[src/rtl/serial_subtractor_pkg.sv]
// Shared constants for the bit-serial subtractor: default operand width and FSM state encoding.
package serial_subtractor_pkg;

  localparam int DEFAULT_WIDTH = 8;

  typedef logic [1:0] state_t;

  localparam logic [1:0] IDLE  = 2'b00;
  localparam logic [1:0] SHIFT = 2'b01;
  localparam logic [1:0] DONE  = 2'b10;

endpackage

[src/rtl/serial_subtractor_full_subtractor.sv]
// One-bit full subtractor cell: d = a - b - bin, with the borrow out to the next bit.
module full_subtractor (
  input  logic a,
  input  logic b,
  input  logic bin,
  output logic d,
  output logic bout
);

  assign d    = a ^ b ^ bin;
  assign bout = (~a & b) | (~(a ^ b) & bin);

endmodule

[src/rtl/serial_subtractor.sv]
// Bit-serial unsigned subtractor: computes a - b LSB-first over WIDTH cycles through one
// full-subtractor cell, with valid/ready handshakes on both the operand and result sides.
module serial_subtractor
  import serial_subtractor_pkg::*;
#(
  parameter int WIDTH = DEFAULT_WIDTH
) (
  input  logic             clk,
  input  logic             rst,
  input  logic             in_valid,
  output logic             in_ready,
  input  logic [WIDTH-1:0] a,
  input  logic [WIDTH-1:0] b,
  output logic             out_valid,
  input  logic             out_ready,
  output logic [WIDTH-1:0] Difference,
  output logic             Borrow
);

  localparam int CW = $clog2(WIDTH);
  localparam logic [CW-1:0] LAST = CW'(WIDTH - 1);

  state_t           state;
  logic [CW-1:0]    cnt;
  logic [WIDTH-1:0] a_sr;
  logic [WIDTH-1:0] b_sr;
  logic [WIDTH-1:0] diff_sr;
  logic             borrow_q;
  logic             cell_d;
  logic             cell_bout;

  full_subtractor u_cell (
    .a    (a_sr[0]),
    .b    (b_sr[0]),
    .bin  (borrow_q),
    .d    (cell_d),
    .bout (cell_bout)
  );

  // Operands shift right so bit 0 always feeds the cell; each result bit enters at the MSB,
  // so after WIDTH shifts the difference register is aligned with bit 0 at the bottom.
  always_ff @(posedge clk) begin
    if (rst) begin
      state    <= IDLE;
      cnt      <= '0;
      a_sr     <= '0;
      b_sr     <= '0;
      diff_sr  <= '0;
      borrow_q <= 1'b0;
    end else begin
      case (state)
        IDLE: begin
          if (in_valid) begin
            a_sr     <= a;
            b_sr     <= b;
            borrow_q <= 1'b0;
            cnt      <= '0;
            state    <= SHIFT;
          end
        end
        SHIFT: begin
          a_sr     <= {1'b0, a_sr[WIDTH-1:1]};
          b_sr     <= {1'b0, b_sr[WIDTH-1:1]};
          diff_sr  <= {cell_d, diff_sr[WIDTH-1:1]};
          borrow_q <= cell_bout;
          cnt      <= cnt + CW'(1);
          if (cnt == LAST) begin
            state <= DONE;
          end
        end
        DONE: begin
          if (out_ready) begin
            state <= IDLE;
          end
        end
        default: begin
          state <= IDLE;
        end
      endcase
    end
  end

  assign in_ready   = (state == IDLE);
  assign out_valid  = (state == DONE);
  assign Difference = diff_sr;
  assign Borrow     = borrow_q;

endmodule

[config.mk]
export PLATFORM = sky130hd
export DESIGN_NAME = serial_subtractor
export DESIGN_NICKNAME = d
export VERILOG_FILES = /design/src/rtl/serial_subtractor_pkg.sv /design/src/rtl/serial_subtractor_full_subtractor.sv /design/src/rtl/serial_subtractor.sv
export SDC_FILE = /design/constraint.sdc
export NUM_CORES = 1
export LEC_CHECK = 0
export ABC_AREA = 1
export BUFFER_PORTS_ARGS = -buffer_cell sky130_fd_sc_hd__buf_2
export CAP_MARGIN = 20
export CORE_ASPECT_RATIO = 1.5
export CORE_MARGIN = 3
export CORE_UTILIZATION = 48
export CTS_CLUSTER_DIAMETER = 50
export DETAILED_ROUTE_END_ITERATION = 6
export PLACE_DENSITY = 0.77
export SYNTH_ARGS = -nofsm -noshare
export SYNTH_HDL_FRONTEND = slang
export SYNTH_SLANG_ARGS = --single-unit
[constraint.sdc]
create_clock -name clk -period 1.2 [get_ports clk]
set_clock_uncertainty 0.15 [all_clocks]
set_input_delay 0.24 -clock clk [delete_from_list [all_inputs] [get_ports clk]]
set_output_delay 0.24 -clock clk [all_outputs]
set_load 0.1 [all_outputs]
==> metrics.cfg, run 1 <==
[status]
status=complete, but fails checks
violations=negative setup slack

[floorplanning]
ios=31
fp.dieH_um=72.9
rows=23
fp.coreArea_mm2=0.00276
die_area_mm2=0.00368
floorplan.initialDensity=0.518
die_w_um=50.6

[route]
drc_errors=0
detail-route-antenna-nets=0
avgViaCountPerCell=4.72
num_vias=1459
drt-total-wl_mm=3.96
drt_first_pass_iters=4
wl_per_cell_um=12.8
drt_iter0_markers=22

[grt]
grt_max_degree=28
grt_pass1_wl_mm=6.00
antenna_found_initial=0
grt_overflow=0
grt_pass1_vias=1445
grtUsageTotal=0.218

[finish]
n_antenna_cell=0
drive_above_1_share=0.335
area_growth_pct=54.1
final_nets=294

[synthesis]
synth_cells=216
yosys-top-cells-area=dfxtp_1 42%, nand2_1 19%, inv_1 9.2%
ys.warnings.count=0
synth_top_area_share=0.420
syn_area_mm2=0.00143
syn_avg_cell_area_um2=6.62
yosys_register_bits=30
yosys.cell_types.count=15
yosys.area.top_type=dfxtp_1
synth-seq-area-share=0.420
synth_nets=239

[critical_path]
path_max_fanout=7
worst-r2r-setup-slack_ns=-0.25
path_class=flip-flop to flip-flop
r2r_cells=8
cp-endpoint=a_sr[3]$_SDFFE_PP0P_
cp.required_ns=1.23
cp-start-kind=flip-flop
critPathArrivalTime_ns=1.49
endpoint_kind=flip-flop
regToRegStartpoint=state[0]$_SDFFE_PP0P_
r2r-end=a_sr[3]$_SDFFE_PP0P_
crit_path_start=state[0]$_SDFFE_PP0P_

[power_and_ir_drop]
seqPwrFrac=0.406
vdd_drop_max_uv=1150
power.switching_mw=0.899
p_int_mw=1.87
p_sw_frac=0.324
pwr-share-clk=0.309
pwr_density_cell_mw_per_mm2=1260
combPwrFrac=0.285
leakage_nw=1.09

[cts]
cts_tree=done
cts_buffer_depth=2
cts_buffers=5
cts_hold_buf=0
clkLatencyLatePin_ns=0.29
clock_sinks=30
htree_levels=2
path_clk_slew_ns=0.06
clockRootBuffer=clkbuf_8

[min_path]
hold_path_class=input pin to flip-flop

[timing]
fin_crit_ns=1.45
setup_slack_ns=-0.253
rsz0062_at_grt=yes
finalMaxSlewViolations=0
worstMarginPinSlew_ns=0.204
period_share=1.21
hold_slack_ns=0.0389
slew_headroom=0.864
fmax_ghz=0.688
setup_viol=36
hold_viol=0

[placement]
place_ws_ns=-0.0736
dpl.hpwl_mm=2.17
gp_congestion=0.740
portBuffers=30

[flow_run]
max-cap-violations=0

## power groups by stage
stage	combinational (mW)	sequential, mW	clock (mW)
2_1_floorplan	0.289	1.28	0
3_5_place_dp	0.661	1.14	0
4_1_cts	0.706	1.12	0.871
6_report	0.790	1.12	0.858
5_1_grt	0.846	1.13	0.919
3_3_place_gp	0.650	1.14	0
## cell usage after synthesis
library cell	number
nand2_1	71
fa_1	1
buf_2	2
buf_4	4
nor2_4	1
ha_1	2
clkbuf_1	1
o21ai_0	8
nand3_1	2
buf_6	3
nor2_1	35
o21ai_4	1
inv_1	35
a21oi_1	20
dfxtp_1	30
## worst min-delay path by stage
| stage | startpoint | endpoint | cells after the start |
|---|---|---|---|
| after floorplan | rst | Borrow$_SDFFE_PP0P_ | 1 |
| after global placement | a_sr[7]$_SDFFE_PP0P_ | a_sr[7]$_SDFFE_PP0P_ | 2 |
| after detailed placement | cnt[1]$_SDFFE_PP0P_ | cnt[1]$_SDFFE_PP0P_ | 2 |
| after CTS | out_ready | state[1]$_SDFFE_PP0P_ | 4 |
| after global routing | out_ready | state[1]$_SDFFE_PP0P_ | 4 |
| final | out_ready | state[1]$_SDFFE_PP0P_ | 4 |
## layout by cell type (no fill, tap or decap)
cell type / count
ha_1: 2
o21ai_4: 1
clkbuf_8: 6
buf_8: 1
inv_1: 33
nand3_1: 2
dfxtp_2: 8
o21ai_1: 3
dfxtp_1: 17
nor2_4: 3
buf_2: 19
fa_2: 1
dfxtp_4: 5
a21oi_2: 2
nand2_2: 2
clkbuf_16: 2
buf_12: 15
inv_2: 1
nor2_1: 33
buf_4: 14
buf_6: 7
clkinv_2: 1
clkinvlp_4: 1
inv_4: 1
a21oi_1: 18
o21ai_0: 4
o21ai_2: 1
nand2_1: 69
## timing repair
item | 4_1_cts | 5_1_grt
endpoints found under the setup margin | 37 | 41
pin swaps | 2 | 3
endpoints found under the hold margin | 0 | 0
gates resized for setup | 16 | 12
gates cloned | 0 | 3
setup buffers | 8 | 4
## registers in the layout, summed over array words and instances, names as in the netlist
register,count
a_sr,8
Borrow,1
Difference,8
b_sr,8
state,2
cnt,3
## layer usage
metal  track usage  vias to the layer above  share of wire
met1         0.214                      675           0.37
met3        0.0695                       10          0.042
met5             0                        -              0
met2         0.391                       26           0.56
li1              -                      748              -
met4         0.132                        0          0.026
## kinds of logic after synthesis
| group | count (synthesis) | synth area share |
|---|---|---|
| AOI/OAI and AO/OA | 29 | 0.109 |
| buffers and inverters | 45 | 0.146 |
| and+or+nand+nor | 109 | 0.293 |
| adders and majority gates | 3 | 0.0315 |
| DFF | 30 | 0.420 |
## per-stage QoR
step	cells	total power, mW	TNS [ns]	instance area, um^2	util
2_1_floorplan	216	1.57	-2.52	1460	-
3_3_place_gp	286	1.79	-0.476	1880	0.681
3_5_place_dp	286	1.81	-1.24	1880	0.681
4_1_cts	302	2.70	-4.17	2070	0.750
5_1_grt	309	2.90	-6.61	2200	0.798
6_report	309	2.77	-5.04	2200	0.798
## worst max-delay path, stage by stage (launching register included)
cell and delay (ns):
dfxtp_2 0.32, buf_4 0.15, buf_4 0.14, o21ai_4 0.13
buf_12 0.14, clkbuf_16 0.14, nand2_1 0.06, nand2_1 0.06
nor2_1 0.05
## cell type report
cell class	instances	area, um^2
inverter	35	134
timing repair buffer	58	644
clock buffer	6	82.6
fill	176	559
multi-input combinational	141	654
clock inverter	2	12.5
sequential	30	629
tap	37	46.3
(Power assumes the default switching activity.)
==> inputs of run 2 (changes only) <==
- REMOVE_ABC_BUFFERS: not set -> 1
==> run 2 against run 1 <==
Effect of this change:
- the flow still finishes with violations (negative setup slack)
- combinational power up 2%
- die area unchanged
- flip-flop and latch count stayed put
- highest routed layer unchanged
- clock power is 2.8% lower
- first-iteration DRC count grew 110%
- sequential power barely moved
- largest cell class unchanged
- clock-buffer cell count up 1
==> metrics.cfg, run 2 (synthesis results as in run 1) <==
[timing]
rsz0062_at_grt=yes
fin_setup_tns_ns=-2.77
fin_crit_ns=1.42
setup_slack_ns=-0.215
fmax_ghz=0.707
hold_viol=0
slew_headroom=0.777
worstMarginPinSlew_ns=0.334
finalMaxSlewViolations=0
period_share=1.18
setup_viol=39

[finish]
final_nets=285
n_antenna_cell=0
regArea_um2=628
nFillCells=177
multi_input_area_um2=797
layoutNonFillerInstCount=300
area_growth_pct=57.5
final_cell_mix=44 x nand2_1, 33 x inv_1, 31 x nor2_1
drive_above_1_share=0.433
final_common_cell=nand2_1

[grt]
grt_pass1_wl_mm=5.33
grt_max_degree=25
grt_pass1_vias=1244
grt_overflow=0
grtUsageTotal=0.193
antenna_found_initial=0

[route]
drt_iter0_markers=47
avgViaCountPerCell=4.92
drt-total-wl_mm=4.05
wl_met2_mm=2.28
drt_first_pass_iters=4
dr.max_layer_used=met4
wl_per_cell_um=13.5
m1WireLength_mm=1.44
detail-route-antenna-nets=0
num_vias=1475
drc_errors=0
route.met3.wl_um=182

[cts]
clock_sinks=30
cts_tree=done
cts_hold_buf=0
cts_buffers=5
htree_levels=2
clockRootBuffer=clkbuf_8
path_clk_slew_ns=0.06
clkLatencyLatePin_ns=0.28
cts_buffer_depth=2

[critical_path]
endpoint_kind=output port
cp_cell_sequence=buf_6 > nor2_4 > buf_12
worst-r2r-setup-slack_ns=-0.14
max_stage_delay_ns=0.33
cp-start-kind=flip-flop
path_class=flip-flop to output port
r2r-end=a_sr[3]$_SDFFE_PP0P_
cp.required_ns=0.81
r2r_cells=5
slowest_stage=dfxtp_2
critPathArrivalTime_ns=1.03
path_max_fanout=2
regToRegStartpoint=state[0]$_SDFFE_PP0P_

[min_path]
hold_path_class=input pin to flip-flop
hp-start=out_ready
min_path_cells=4
whs_endpoint=state[1]$_SDFFE_PP0P_

[flow_run]
max-cap-violations=0

[status]
status=complete, but fails checks
violations=negative setup slack

[floorplanning]
fp.dieH_um=72.9
ios=31
fp.coreArea_mm2=0.00276
floorplan.initialDensity=0.518
die_w_um=50.6
die_area_mm2=0.00368
rows=23

[power_and_ir_drop]
leakage_nw=1.11
vdd_drop_max_uv=1040
pwr_density_cell_mw_per_mm2=1230

[placement]
portBuffers=30
gp_congestion=0.752
dpl.hpwl_mm=2.04
placedCellCount=283

==> run 2: worst max-delay path, delay by kind of cell, from the launching register on <==
| family | cells | cell delay [ns] |
|---|---|---|
| flip-flops | 1 | 0.33 |
| buffers and inverters | 2 | 0.30 |
| AND/OR/NAND/NOR | 1 | 0.12 |
==> run 2: how the worst max path moves through the flow <==
stage / from / end / slack, ns / cells after the start
detailed placement: state[0]$_SDFFE_PP0P_ / Difference[2]$_SDFFE_PP0N_ / -0.08 / 5
finish: state[1]$_SDFFE_PP0P_ / in_ready / -0.22 / 3
global placement: state[0]$_SDFFE_PP0P_ / a_sr[6]$_SDFFE_PP0P_ / -0.06 / 4
floorplan: state[0]$_SDFFE_PP0P_ / a_sr[7]$_SDFFE_PP0P_ / -1.19 / 3
CTS: state[1]$_SDFFE_PP0P_ / in_ready / -0.25 / 4
global route: state[1]$_SDFFE_PP0P_ / in_ready / -0.24 / 3
==> run 2: final cells by class <==
| class | instances | area share |
|---|---|---|
| Sequential cell | 30 | 0.279 |
| Clock inverter | 1 | 0.00222 |
| Clock buffer | 7 | 0.0383 |
| Tap cell | 37 | 0.0206 |
| Inverter | 35 | 0.0583 |
| Multi-Input combinational cell | 141 | 0.354 |
| Timing Repair Buffer | 49 | 0.248 |
==> run 2: through the flow <==
step	hold WS [ns]	util	cell area (um^2)	setup WS (ns)	total power, mW
CTS	0.0503	0.745	2060	-0.252	2.68
finish	0.0606	0.815	2250	-0.215	2.78
global placement	0.300	0.666	1840	-0.0589	1.78
detailed placement	0.305	0.666	1840	-0.0826	1.79
floorplan	0.159	-	1350	-1.19	1.54
global route	0.0838	0.815	2250	-0.244	2.91
==> run 2: routing by layer <==
layer | GRT usage | vias up
met5 | 0 | -
met4 | 0.111 | 0
met3 | 0.0552 | 17
met2 | 0.324 | 43
met1 | 0.215 | 681
li1 | - | 734
==> run 2: what timing repair did <==
item	CTS	global route
gates cloned	1	2
setup endpoints to repair	34	40
pin swaps	10	20
resized for setup	27	54
buffers inserted	6	1
==> run 2: power breakdown <==
group	total, mW	internal (mW)	switching [mW]
sequential	1.13	1.08	0.0556
clock	0.834	0.462	0.372
combinational	0.809	0.320	0.489
total	2.78	1.86	0.917
